==> config.mk <==
export PLATFORM = sky130hd
export DESIGN_NAME = soc_data_bus
export DESIGN_NICKNAME = d
export VERILOG_FILES = /design/src/rtl/soc_data_bus.sv
export SDC_FILE = /design/constraint.sdc
export NUM_CORES = 1
export LEC_CHECK = 0
export BUFFER_PORTS_ARGS = -buffer_cell sky130_fd_sc_hd__buf_2
export CAP_MARGIN = 10
export CELL_PAD_IN_SITES_DETAIL_PLACEMENT = 0
export CELL_PAD_IN_SITES_GLOBAL_PLACEMENT = 1
export CORE_UTILIZATION = 26
export CTS_CLUSTER_SIZE = 8
export DETAILED_ROUTE_END_ITERATION = 12
export MAX_ROUTING_LAYER = met4
export PLACE_DENSITY_LB_ADDON = 0.1
export SYNTH_ARGS = -nofsm -noshare
export SYNTH_HDL_FRONTEND = slang
export SYNTH_SLANG_ARGS = --single-unit
==> constraint.sdc <==
create_clock -name clk -period 2.1 [get_ports clk]
set_clock_uncertainty 0.1 [all_clocks]
set_input_delay 0.105 -clock clk [delete_from_list [all_inputs] [get_ports clk]]
set_output_delay 0.105 -clock clk [all_outputs]
set_load 0.01 [all_outputs]
==> src/rtl/soc_data_bus.sv <==
// Data-side bus fabric: picks a slave from the top address bits, registers the
// access, runs a request/ready handshake with a timeout and stalls the core
// until the access completes. Unmapped or timed-out accesses report bus_err.
`timescale 1ns/1ps
module soc_data_bus #(
   parameter int DATA_WIDTH = 32,
   parameter int ADDR_WIDTH = 32,
   parameter int IDX_W      = 2,
   parameter int NUM_SLAVES = 4,
   parameter int TIMEOUT    = 16,
   parameter logic [DATA_WIDTH-1:0] ERR_RDATA = '0
) (
   input  logic                           clk,
   input  logic                           _rst,
   input  logic                           data_w_en,
   input  logic                           data_r_en,
   input  logic [DATA_WIDTH/8-1:0]        data_sel,
   input  logic [ADDR_WIDTH-1:0]          data_addr,
   input  logic [DATA_WIDTH-1:0]          data_out,
   output logic [DATA_WIDTH-1:0]          data_in,
   output logic                           stall,
   output logic                           bus_err,
   output logic [NUM_SLAVES-1:0]          s_req,
   output logic                           s_we,
   output logic [DATA_WIDTH/8-1:0]        s_sel,
   output logic [ADDR_WIDTH-1:0]          s_addr,
   output logic [DATA_WIDTH-1:0]          s_wdata,
   input  logic [NUM_SLAVES*DATA_WIDTH-1:0] s_rdata,
   input  logic [NUM_SLAVES-1:0]          s_ready
);

   localparam int SEL_W = DATA_WIDTH/8;
   localparam int CNT_W = $clog2(TIMEOUT + 1);

   typedef enum logic [1:0] {IDLE, ACCESS, DONE} state_t;

   state_t                  state_q, state_d;
   logic [NUM_SLAVES-1:0]   s_req_q, s_req_d;
   logic                    we_q, we_d;
   logic [SEL_W-1:0]        sel_q, sel_d;
   logic [ADDR_WIDTH-1:0]   addr_q, addr_d;
   logic [DATA_WIDTH-1:0]   wdata_q, wdata_d;
   logic [IDX_W-1:0]        idx_q, idx_d;
   logic [CNT_W-1:0]        cnt_q, cnt_d;
   logic [DATA_WIDTH-1:0]   rdata_q, rdata_d;
   logic                    err_q, err_d;

   logic                    req;
   logic                    mapped;
   logic [IDX_W-1:0]        idx;
   logic [NUM_SLAVES-1:0]   req_onehot;
   logic                    sel_ready;
   logic [DATA_WIDTH-1:0]   sel_rdata;

   assign req    = data_w_en | data_r_en;
   assign idx    = data_addr[ADDR_WIDTH-1 -: IDX_W];
   assign mapped = ({1'b0, idx} < (IDX_W+1)'(NUM_SLAVES));

   // Decode the incoming index to a one-hot request and mux the latched slave's ready/data
   always_comb begin
      req_onehot = '0;
      sel_ready  = 1'b0;
      sel_rdata  = '0;
      for (int k = 0; k < NUM_SLAVES; k++) begin
         req_onehot[k] = (idx == IDX_W'(k));
         if (idx_q == IDX_W'(k)) begin
            sel_ready = s_ready[k];
            sel_rdata = s_rdata[k*DATA_WIDTH +: DATA_WIDTH];
         end
      end
   end

   // Next-state logic: launch in IDLE, wait for ready or timeout in ACCESS, one-cycle DONE
   always_comb begin
      state_d = state_q;
      s_req_d = s_req_q;
      we_d    = we_q;
      sel_d   = sel_q;
      addr_d  = addr_q;
      wdata_d = wdata_q;
      idx_d   = idx_q;
      cnt_d   = cnt_q;
      rdata_d = rdata_q;
      err_d   = err_q;
      case (state_q)
         IDLE: begin
            if (req) begin
               if (mapped) begin
                  // a simultaneous read enable is ignored: the access is a write
                  we_d    = data_w_en;
                  sel_d   = data_sel;
                  addr_d  = data_addr;
                  wdata_d = data_out;
                  idx_d   = idx;
                  s_req_d = req_onehot;
                  cnt_d   = '0;
                  state_d = ACCESS;
               end else begin
                  err_d   = 1'b1;
                  rdata_d = ERR_RDATA;
                  state_d = DONE;
               end
            end
         end
         ACCESS: begin
            if (sel_ready) begin
               s_req_d = '0;
               err_d   = 1'b0;
               if (!we_q) rdata_d = sel_rdata;
               state_d = DONE;
            end else if (cnt_q == CNT_W'(TIMEOUT - 1)) begin
               s_req_d = '0;
               err_d   = 1'b1;
               rdata_d = ERR_RDATA;
               state_d = DONE;
            end else begin
               cnt_d = cnt_q + 1'b1;
            end
         end
         DONE: begin
            // the request still held here is the one just completed; never relaunch it
            err_d   = 1'b0;
            state_d = IDLE;
         end
         default: begin
            s_req_d = '0;
            err_d   = 1'b0;
            state_d = IDLE;
         end
      endcase
   end

   // State and access registers; reset also aborts an in-flight access without completion
   always_ff @(posedge clk) begin
      if (!_rst) begin
         state_q <= IDLE;
         s_req_q <= '0;
         we_q    <= 1'b0;
         sel_q   <= '0;
         addr_q  <= '0;
         wdata_q <= '0;
         idx_q   <= '0;
         cnt_q   <= '0;
         rdata_q <= '0;
         err_q   <= 1'b0;
      end else begin
         state_q <= state_d;
         s_req_q <= s_req_d;
         we_q    <= we_d;
         sel_q   <= sel_d;
         addr_q  <= addr_d;
         wdata_q <= wdata_d;
         idx_q   <= idx_d;
         cnt_q   <= cnt_d;
         rdata_q <= rdata_d;
         err_q   <= err_d;
      end
   end

   assign stall   = ((state_q == IDLE) & req) | (state_q == ACCESS);
   assign bus_err = err_q;
   assign data_in = rdata_q;
   assign s_req   = s_req_q;
   assign s_we    = we_q;
   assign s_sel   = sel_q;
   assign s_addr  = addr_q;
   assign s_wdata = wdata_q;

endmodule

=== Word level (Yosys, flattened, before mapping) ===
Cells that the tools add are included.

* Flip-flop bits (word level): 115
* Bits of input ports: 204
* Word-level logic and storage cells: 67

* Add/sub/neg operators: 1
* Eq/ne operators: 14
* Multiplexer cells: 26
* Bitwise gates (word level): 5
* Reductions and logical operators: 11

{| class="wikitable"
|+ Operators by type and width
! operator !! number
|-
| 2-to-1 mux 32 bit || 7
|-
| 2-to-1 mux 5 bit || 3
|-
| 2-to-1 mux 4 bit || 3
|-
| case mux 4 bit (3 select lines) || 1
|-
| equality test 2 bit, second input constant || 5
|-
| case mux 5 bit (2 select lines) || 1
|-
| inequality test 2 bit, second input constant || 4
|-
| equality test 2 x 1 -> 1 bit, second input constant || 3
|-
| zero test 2 bit || 3
|-
| 2-to-1 mux 1 bit || 6
|-
| 2-to-1 mux 2 bit || 3
|-
| AND reduction 2 bit || 3
|-
| AND reduction 3 bit || 2
|-
| adder 5 x 1 -> 5 bit, second input constant || 1
|-
| equality test 5 x 4 -> 1 bit, second input constant || 1
|-
| case mux 2 bit (2 select lines) || 1
|-
| AND reduction 4 bit || 1
|-
| nonzero test 2 bit || 2
|-
| inequality test 3 bit, second input constant || 1
|-
| NOT 1 bit || 2
|-
| bitwise OR 1 bit || 2
|-
| case mux 1 bit (2 select lines) || 1
|-
| AND 1 bit || 1
|}

=== Logic depth before layout (Yosys ltp) ===
Gate-level depths: netlist of run 1.

* Depth in word-level cells: 7
* Mapped depth: 8
* Depth with buffers taken out: 7

=== Least setup slack after synthesis of run 1 ===
Ideal clock, no wire load.

* Path kind: reg-to-reg
* Start point: register s_addr[30] (netlist name)
* End point: register cnt_q[3]
* Arrival time: 1,991 ps
* Setup slack: -61 ps
* Cell stages (with the launch flop): 7
* Path buffers: 2
* Path through: dfxtp_1 > buf_6 > mux4_2 > or3_1 > buf_2 > or3_1 > a21oi_1

{| class="wikitable"
|+ RTL lines
! item !! RTL line !! text
|-
| end signal, assigned || 154 || <nowiki>cnt_q <= cnt_d;</nowiki>
|-
| end, declared || 44 || <nowiki>logic [CNT_W-1:0] cnt_q, cnt_d;</nowiki>
|}

=== Worst setup path in the final report of run 1 ===
* Start point: register cnt_q[0]
* End point: register cnt_q[0]

* Cells in the longest elaborated chain, start to end: 4

{| class="wikitable"
|+ RTL lines
! item !! RTL line !! text
|-
| adder 5 x 1 -> 5 bit || 117 || <nowiki>cnt_d = cnt_q + 1'b1;</nowiki>
|-
| 2-to-1 mux 5 bit || 111 || <nowiki>end else if (cnt_q == CNT_W'(TIMEOUT - 1)) begin</nowiki>
|-
| 2-to-1 mux 5 bit || 106 || <nowiki>if (sel_ready) begin</nowiki>
|-
| case mux 5 bit (2 select lines) || 85 || <nowiki>case (state_q)</nowiki>
|}

Parallel ways exist; a longest one is shown, timed or not. The select of a mux whose other input is x is not followed.
A chain may end at the register's enable or synchronous reset.

==> out/metrics.cfg, run 1 <==
[run_status]
status = complete, no violations

[placement]
place_congestion = 0.762
hpwl_mm = 11.6
dp_slack_ns = 0.0579
io_buffers = 310

[detailed_routing]
drt_iter0_drc = 102
ant_nets = 0
drc = 0
first_pass_iters = 4
wirelength_mm = 16.3
wl_per_cell_um = 15.0
vias = 4972
via_per_inst = 4.58

[sta]
hold_viol_final = 0
setup_slack_ns = 0.129
finalCritPeriodShare = 0.939
period_needed_ns = 1.97
max_freq_ghz = 0.507
tightestPinTransition_ns = 0.620
whs_ns = 0.0278
drv_slew = 0
relSlewSlack = 0.587
finalSetupViolCount = 0
setup_tns_ns = 0
rsz0062_at_grt = false

[worst_setup_path]
r2r_cells = 7
worstSetupStartpoint = cnt_q[0]
rr_startpoint = cnt_q[0]
critPathCaptureType = flop
critPathKind = reg2reg
crit_required_ns = 2.33
critPathMaxFanout = 6
r2r_end = cnt_q[0]
cp.arrival_ns = 2.21
cp-endpoint = cnt_q[0]
worstSetupStartpointType = flop
reg2reg_slack_ns = 0.13

[cells_and_area]
fin_nets = 1052
syn_to_final_growth_pct = 70.6
drive_gt1_frac = 0.460

[global_route]
antenna_found_initial = 1
grt_pass1_wl_mm = 24.7
grt_pass1_vias = 4898
grt_max_degree = 64
grt_use_total = 0.179
grt_overflow = 0

[yosys]
synth_edf_count = 0
syn-num-nets = 677
synth_warnings = 0
avgSynthCellArea_sq_um = 9.78
synth_area_leader_cell = dfxtp_1
yosys-top-cells-count = nand2_1 (139), dfxtp_1 (113), a21oi_1 (75)
synthTopCellsByArea = dfxtp_1 (49%), mux4_2 (16%), nand2_1 (11%)
yosysMostFrequentCell = nand2_1
synth_top_area_share = 0.491
synthCells = 471
ys_types = 33
synth_area_sq_um = 4610
synth-seq-cells = 113
ys.flop_type = dfxtp_1
yosysSeqAreaShare = 0.491
synth_async_sr_flop_share = 0

[floorplan]
dieArea_sq_um = 18300
die_h_um = 135
fp.dieW_um = 135
start_util = 0.266
ioPinCount = 311
rows = 48
core_area_sq_um = 17300

[pwr]
cellLeakagePower_nw = 3.70
worst_ir_drop_vdd_mv = 0.497
powerDensity_nw_per_um2 = 895

[clocking]
clock_path_buffers = 2
tritoncts = yes
clk_pin_slew_ns = 0.05
cts_buffers = 17
clock-sinks = 113
h-tree-depth = 4
cts-root-buf = clkbuf_16
clock_latency_ns = 0.40

[job]
max_cap_viol_count = 0

[worst_hold_path]
hold-path-cell-count = 3
hold_path.class = in2reg

[registers in the layout, summed over array words and instances (netlist names)]
register,cells
s_wdata,32
s_req,4
state_q,2
cnt_q,5
s_we,1
s_addr,32
bus_err,1
s_sel,4
data_in,32
[cells in the final DEF, fill, tap and decap left out, types with 2 or more instances in the layout]
master,count
a21oi_1,74
a22o_1,32
a32o_1,2
buf_12,2
buf_2,310
buf_4,12
bufinv_16,6
clkbuf_16,17
clkbuf_8,5
clkinv_2,2
dfxtp_1,112
dlygate4sd3_1,71
ha_1,2
inv_1,3
mux4_2,33
nand2_1,139
nand3_1,5
nor2_1,5
or3_1,3
[power by group]
part / total (mW) / leakage (nW) / internal (mW) / switching, mW
Combinational: 1.25 / 2.43 / 0.627 / 0.619
Sequential: 2.40 / 0.927 / 2.31 / 0.0887
Clock: 3.38 / 0.343 / 2.38 / 0.995
Total: 7.03 / 3.70 / 5.32 / 1.70
[critical path, stage by stage (launching register included)]
cell and delay (ns):
dfxtp_1 0.33, ha_1 0.21, and3_1 0.18, ha_1 0.20
or3_1 0.39, buf_4 0.17, or2_0 0.19, a21oi_1 0.13
[through the flow]
step                instance area, sq um  instances   util  power, mW
floorplan                           4610        471      -       3.06
global placement                    6430        980  0.372       3.59
detailed placement                  6430        980  0.372       3.60
CTS                                 7840       1083  0.453       7.14
global route                        7860       1085  0.454       7.37
finish                              7860       1085  0.454       7.03
[worst min path at each step]
stage                     slack (ns)     startpoint    endpoint
final                           0.03     s_rdata[2]  data_in[2]
after global routing            0.02     s_rdata[2]  data_in[2]
after CTS                      0.008     s_rdata[1]  data_in[1]
after detailed placement        0.24  data_addr[30]    s_req[2]
after global placement          0.23  data_addr[30]    s_req[2]
after floorplan                 0.09  data_addr[30]    s_req[2]
[routing by layer]
| layer | routed length, um | vias to the layer above | global-route usage | share of wire |
|---|---|---|---|---|
| li1 | - | 2426 | - | - |
| met5 | 0 | - | - | 0 |
| met3 | 1410 | 15 | 0.0604 | 0.087 |
| met4 | 252 | 0 | 0.0549 | 0.015 |
| met2 | 8120 | 211 | 0.305 | 0.50 |
| met1 | 6510 | 2320 | 0.197 | 0.40 |
[what timing repair did]
item | CTS | global route
hold buffers | 71 | 0
setup endpoints to repair | 0 | 28
gates resized for setup | 0 | 1
hold endpoints to repair | 74 | 0
buffers inserted | 0 | 1
[cell families after synthesis]
| family | count (synthesis) | share of synthesized area |
|---|---|---|
| DFF | 113 | 0.491 |
| muxes | 34 | 0.164 |
| buffers and inverters | 43 | 0.0369 |
| and+or+nand+nor | 161 | 0.141 |
| xor gates and xnor gates | 1 | 0.00190 |
| AOI/OAI and AO/OA | 117 | 0.160 |
| adders and majority gates | 2 | 0.00543 |
[area by class of cell]
cell class	count	area, sq um
Sequential cell	113	2260
Clock buffer	23	498
Inverter	4	15.0
Fill cell	1680	9440
Clock inverter	9	199
Antenna cell	1	2.50
Timing Repair Buffer	395	2390
Multi-Input combinational cell	315	2200
Tap cell	225	282
Power figures use the tool's default switching activity.
==> run 2: changes to the inputs <==
CTS_BUF_LIST = sky130_fd_sc_hd__clkbuf_4 sky130_fd_sc_hd__clkbuf_8 sky130_fd_sc_hd__clkbuf_16   (was not set)
==> run 2 against run 1 <==
- first-iteration DRC count fell by 0.98%
- largest cell class unchanged
- worst setup slack barely moved
- clock power barely moved
- critical path type unchanged
- flip-flop and latch count did not move
- critical endpoint unchanged
- largest power group unchanged
- critical path depth did not move
- sequential share of layout area barely moved
- die area did not move
- design area barely moved
- clock-buffer cell count did not move
==> out/metrics.cfg, run 2 (synthesis results as in run 1) <==
[clocking]
clock-sinks = 113
clock_latency_ns = 0.40
cts_buffers = 17
cts-root-buf = clkbuf_16
tritoncts = yes
clock_path_buffers = 2
h-tree-depth = 4
clk_pin_slew_ns = 0.05

[pwr]
swShare = 0.242
powerDensity_nw_per_um2 = 896
p_int_mw = 5.34
seq_power_share = 0.341
clock_power_share = 0.482
power_frac_comb = 0.177
p_sw_mw = 1.70
cellLeakagePower_nw = 3.70
worst_ir_drop_vdd_mv = 0.497

[sta]
rsz0062_at_grt = false
relSlewSlack = 0.587
period_needed_ns = 1.97
whs_ns = 0.0278
finalSetupViolCount = 0
tightestPinTransition_ns = 0.620
max_freq_ghz = 0.507
setup_slack_ns = 0.129
drv_slew = 0
hold_viol_final = 0
finalCritPeriodShare = 0.939

[detailed_routing]
vias = 4965
ant_nets = 0
wl_per_cell_um = 15.0
first_pass_iters = 4
wirelength_mm = 16.3
via_per_inst = 4.58
drc = 0
drt_iter0_drc = 101

[worst_setup_path]
r2r_end = cnt_q[0]
r2r_cells = 7
critPathKind = reg2reg
worstSetupStartpoint = cnt_q[0]
critPathMaxFanout = 6
crit_path_max_incr_delay_ns = 0.39
crit_top_cell = ha_1
rr_startpoint = cnt_q[0]
cp_slowest_cell = or3_1
critPathCaptureType = flop
cp.arrival_ns = 2.21
worstSetupStartpointType = flop
crit_required_ns = 2.33
path_cells = ha_1 -> and3_1 -> ha_1 -> or3_1 -> buf_4 -> or2_0 -> a21oi_1
reg2reg_slack_ns = 0.13

[worst_hold_path]
hold_end = data_in[2]
hold_path.class = in2reg
holdCritStartpoint = s_rdata[2]
hold-path-cell-count = 3

[job]
max_cap_viol_count = 0

[global_route]
grt_pass1_vias = 4898
antenna_found_initial = 1
grt_pass1_wl_mm = 24.7
grt_overflow = 0
grt_use_total = 0.179
grt_max_degree = 64

[cells_and_area]
final_common_cell = buf_2
layout_common_cells = buf_2 (310), nand2_1 (139), dfxtp_1 (112), a21oi_1 (74), dlygate4sd3_1 (71)
syn_to_final_growth_pct = 70.6
drive_gt1_frac = 0.461
fin_nets = 1052

[run_status]
status = complete, no violations

[floorplan]
rows = 48
core_area_sq_um = 17300
dieArea_sq_um = 18300
fp.dieW_um = 135
ioPinCount = 311
die_h_um = 135
start_util = 0.266

[placement]
io_buffers = 310
hpwl_mm = 11.6
place_congestion = 0.762
dp_slack_ns = 0.0579

run 2: cell counts in the layout (fill, tap and decap cells not counted):
Identical to the previous run, type by type.
run 2: power groups by stage:
stage | clock network [mW] | logic [mW] | registers (mW)
2_1_floorplan | 0 | 0.547 | 2.52
4_1_cts | 3.49 | 1.26 | 2.40
6_report | 3.39 | 1.25 | 2.40
3_5_place_dp | 0 | 1.15 | 2.45
3_3_place_gp | 0 | 1.14 | 2.44
5_1_grt | 3.59 | 1.37 | 2.42
run 2: area by class of cell:
cell class,instances,area (sq um)
antenna,1,2.50
clock buffer,23,502
sequential,113,2260
fill,1681,9440
tap,225,282
timing repair buffer,395,2390
clock inverter,9,199
multi-input combinational,315,2200
inverter,4,15.0
run 2: critical path, delay by kind of cell (launching register included):
kind / cells / cell delay [ns]
AOI/OAI and AO/OA: 1 / 0.13
adders and majority gates: 2 / 0.41
DFF: 1 / 0.33
and+or+nand+nor: 3 / 0.76
buffers and inverters: 1 / 0.17
run 2: per-layer routing:
metal | up-vias | wire [um] | GRT usage
met5 | - | 0 | -
met4 | 0 | 252 | 0.0549
met3 | 15 | 1380 | 0.0604
met2 | 205 | 8110 | 0.305
met1 | 2319 | 6540 | 0.197
li1 | 2426 | - | -
run 2: what timing repair did:
action | 4_1_cts | 5_1_grt
hold buffers | 71 | 0
endpoints found under the setup margin | 0 | 28
resized for setup | 0 | 1
setup buffers | 0 | 1
endpoints found under the hold margin | 74 | 0
run 2: how the worst max path moves through the flow:
stage,to,slack (ns),cells after the start
floorplan,cnt_q[3],-0.01,6
detailed placement,s_req[3],0.06,7
CTS,s_req[3],0.06,7
global route,cnt_q[0],0.03,7
global placement,s_req[3],0.13,7
finish,cnt_q[0],0.13,7
run 2: metrics by stage:
step	power, mW	TNS, ns	cells	instance area [sq um]	utilization
2_1_floorplan	3.06	-0.0136	471	4610	-
3_3_place_gp	3.59	0	980	6430	0.372
3_5_place_dp	3.60	0	980	6430	0.372
6_report	7.04	0	1085	7860	0.454
5_1_grt	7.38	0	1085	7860	0.454
4_1_cts	7.15	0	1083	7840	0.453
==> run 3: changes to the inputs <==
PLACE_DENSITY = 0.74   (was not set)
PLACE_DENSITY_LB_ADDON = not set   (was 0.1)
==> run 3 against run 2 <==
- sequential share of layout area is 1.8 points lower
- cell count is 5.4% higher
- sequential power hardly changed
- routed wire length is 9.6% higher
- combinational power is 6% higher
- register-to-register slack hardly changed
- power is 0.81% lower
- design area is 6.7% higher
- non-clock buffer count is 53 higher
- global-route usage is 2.0 points higher
- clock power is 4% lower
- largest cell class unchanged
==> out/metrics.cfg, run 3 (synthesis results as in run 1) <==
[run_status]
status = complete, no violations

[worst_setup_path]
cp_slowest_cell = or3_4
critPathMaxFanout = 4
crit_top_cell = ha_1
path_cells = ha_1 -> and3_1 -> ha_1 -> or3_4 -> or3_1 -> a21oi_1
crit_path_max_incr_delay_ns = 0.40
critPathKind = reg2reg
worstSetupStartpointType = flop
cp.arrival_ns = 2.22
critPathCaptureType = flop
crit_required_ns = 2.34

[detailed_routing]
highest_layer = met4
vias = 5252
first_pass_iters = 4
wl_per_cell_um = 15.6
ant_nets = 0
wirelength_mm = 17.9
drc = 0
routed-wl-met3_mm = 1.18
drt_iter0_drc = 214
met1_length_mm = 6.76
routed-wl-met2_mm = 9.23
via_per_inst = 4.59

[cells_and_area]
fillCellCount = 1626
multiInputGateArea_sq_um = 2210
fin_nets = 1105
drive_gt1_frac = 0.435
final_common_cell = buf_2
seqCellArea_sq_um = 2260
layout_common_cells = buf_2 (310), nand2_1 (139), dlygate4sd3_1 (125), dfxtp_1 (111), a21oi_1 (74)
stdcell_area_sq_um = 8390
syn_to_final_growth_pct = 82.1

[sta]
max_freq_ghz = 0.506
drv_slew = 0
finalSetupViolCount = 0
period_needed_ns = 1.98
setup_tns_ns = 0
tightestPinTransition_ns = 0.628
rsz0062_at_grt = false
finalCritPeriodShare = 0.941
relSlewSlack = 0.581
hold_viol_final = 0

[floorplan]
ioPinCount = 311
rows = 48
fp.dieW_um = 135
start_util = 0.266
dieArea_sq_um = 18300
die_h_um = 135
core_area_sq_um = 17300

[clocking]
clk_pin_slew_ns = 0.06
h-tree-depth = 4
clock-sinks = 113
clock_path_buffers = 2
tritoncts = yes
post-cts-setup-buffer-count = 0
cts-root-buf = clkbuf_16
clock_latency_ns = 0.41
cts_buffers = 17

[placement]
io_buffers = 310
hpwl_mm = 12.5
placed_cell_area_sq_um = 6450
place_congestion = 0.852

[global_route]
antenna_found_initial = 4
grt_overflow = 0
grt_pass1_wl_mm = 26.8
grt_use_total = 0.199
grt_pass1_vias = 5181
grt_max_degree = 57

[job]
max_cap_viol_count = 0

[worst_hold_path]
hold_path.class = in2reg

[pwr]
worst_ir_drop_vdd_mv = 0.769
cellLeakagePower_nw = 3.90
powerDensity_nw_per_um2 = 833
p_total_mw = 6.98

## run 3: cell count changes in the layout (fill, tap and decap cells not counted), sizes merged
cell	before	now
buf	324	323
dlygate4sd3	71	125
clkbuf	23	22
bufinv	6	5
diode	1	7
clkinvlp	0	2
## run 3: layer usage
layer  global-route usage  vias up
met5                    -        -
met4                0.104        0
li1                     -     2532
met1                0.200     2459
met2                0.350      221
met3               0.0556       40
## run 3: timing repair
item,4_1_cts,5_1_grt
endpoints found under the setup margin,0,5
resized for setup,0,2
hold endpoints to repair,97,0
hold buffers,125,0
## run 3: worst paths after layout
path               startpoint     endpoint  slack, ns  cells past startpoint
hold reg to reg    s_wdata[8]   s_wdata[8]       0.35                      2
setup reg to reg     cnt_q[0]     cnt_q[3]       0.12                      6
hold / removal    s_rdata[47]  data_in[15]       0.02                      3
setup / recovery     cnt_q[0]     cnt_q[3]       0.12                      6
## run 3: worst max-delay path: cells and delay by family (launching register included)
family | cells | cell delay [ns]
simple gates | 3 | 0.94
fa+ha+maj | 2 | 0.40
flops | 1 | 0.33
compound gates | 1 | 0.14
## run 3: final cells by class
type,count,area share
multi-input combinational,315,0.263
sequential,113,0.270
antenna,7,0.00209
timing repair buffer,448,0.350
clock buffer,22,0.0574
clock inverter,10,0.0215
tap,225,0.0336
inverter,4,0.00179
## run 3: power breakdown
group	switching [mW]	leakage [nW]	internal, mW
registers	0.0865	0.927	2.31
clock network	1.03	0.323	2.22
logic	0.631	2.65	0.699
## run 3: per-stage QoR
| stage | util | hold WS [ns] | instances | worst slack, ns |
|---|---|---|---|---|
| final | 0.485 | 0.0162 | 1144 | 0.123 |
| after global routing | 0.484 | 0.00523 | 1141 | 0.00137 |
| after CTS | 0.483 | 0.000000444 | 1137 | 0.0827 |
| after detailed placement | 0.373 | 0.251 | 980 | 0.0955 |
| after global placement | 0.373 | 0.241 | 980 | 0.115 |
| after floorplan | - | 0.0927 | 471 | -0.0136 |
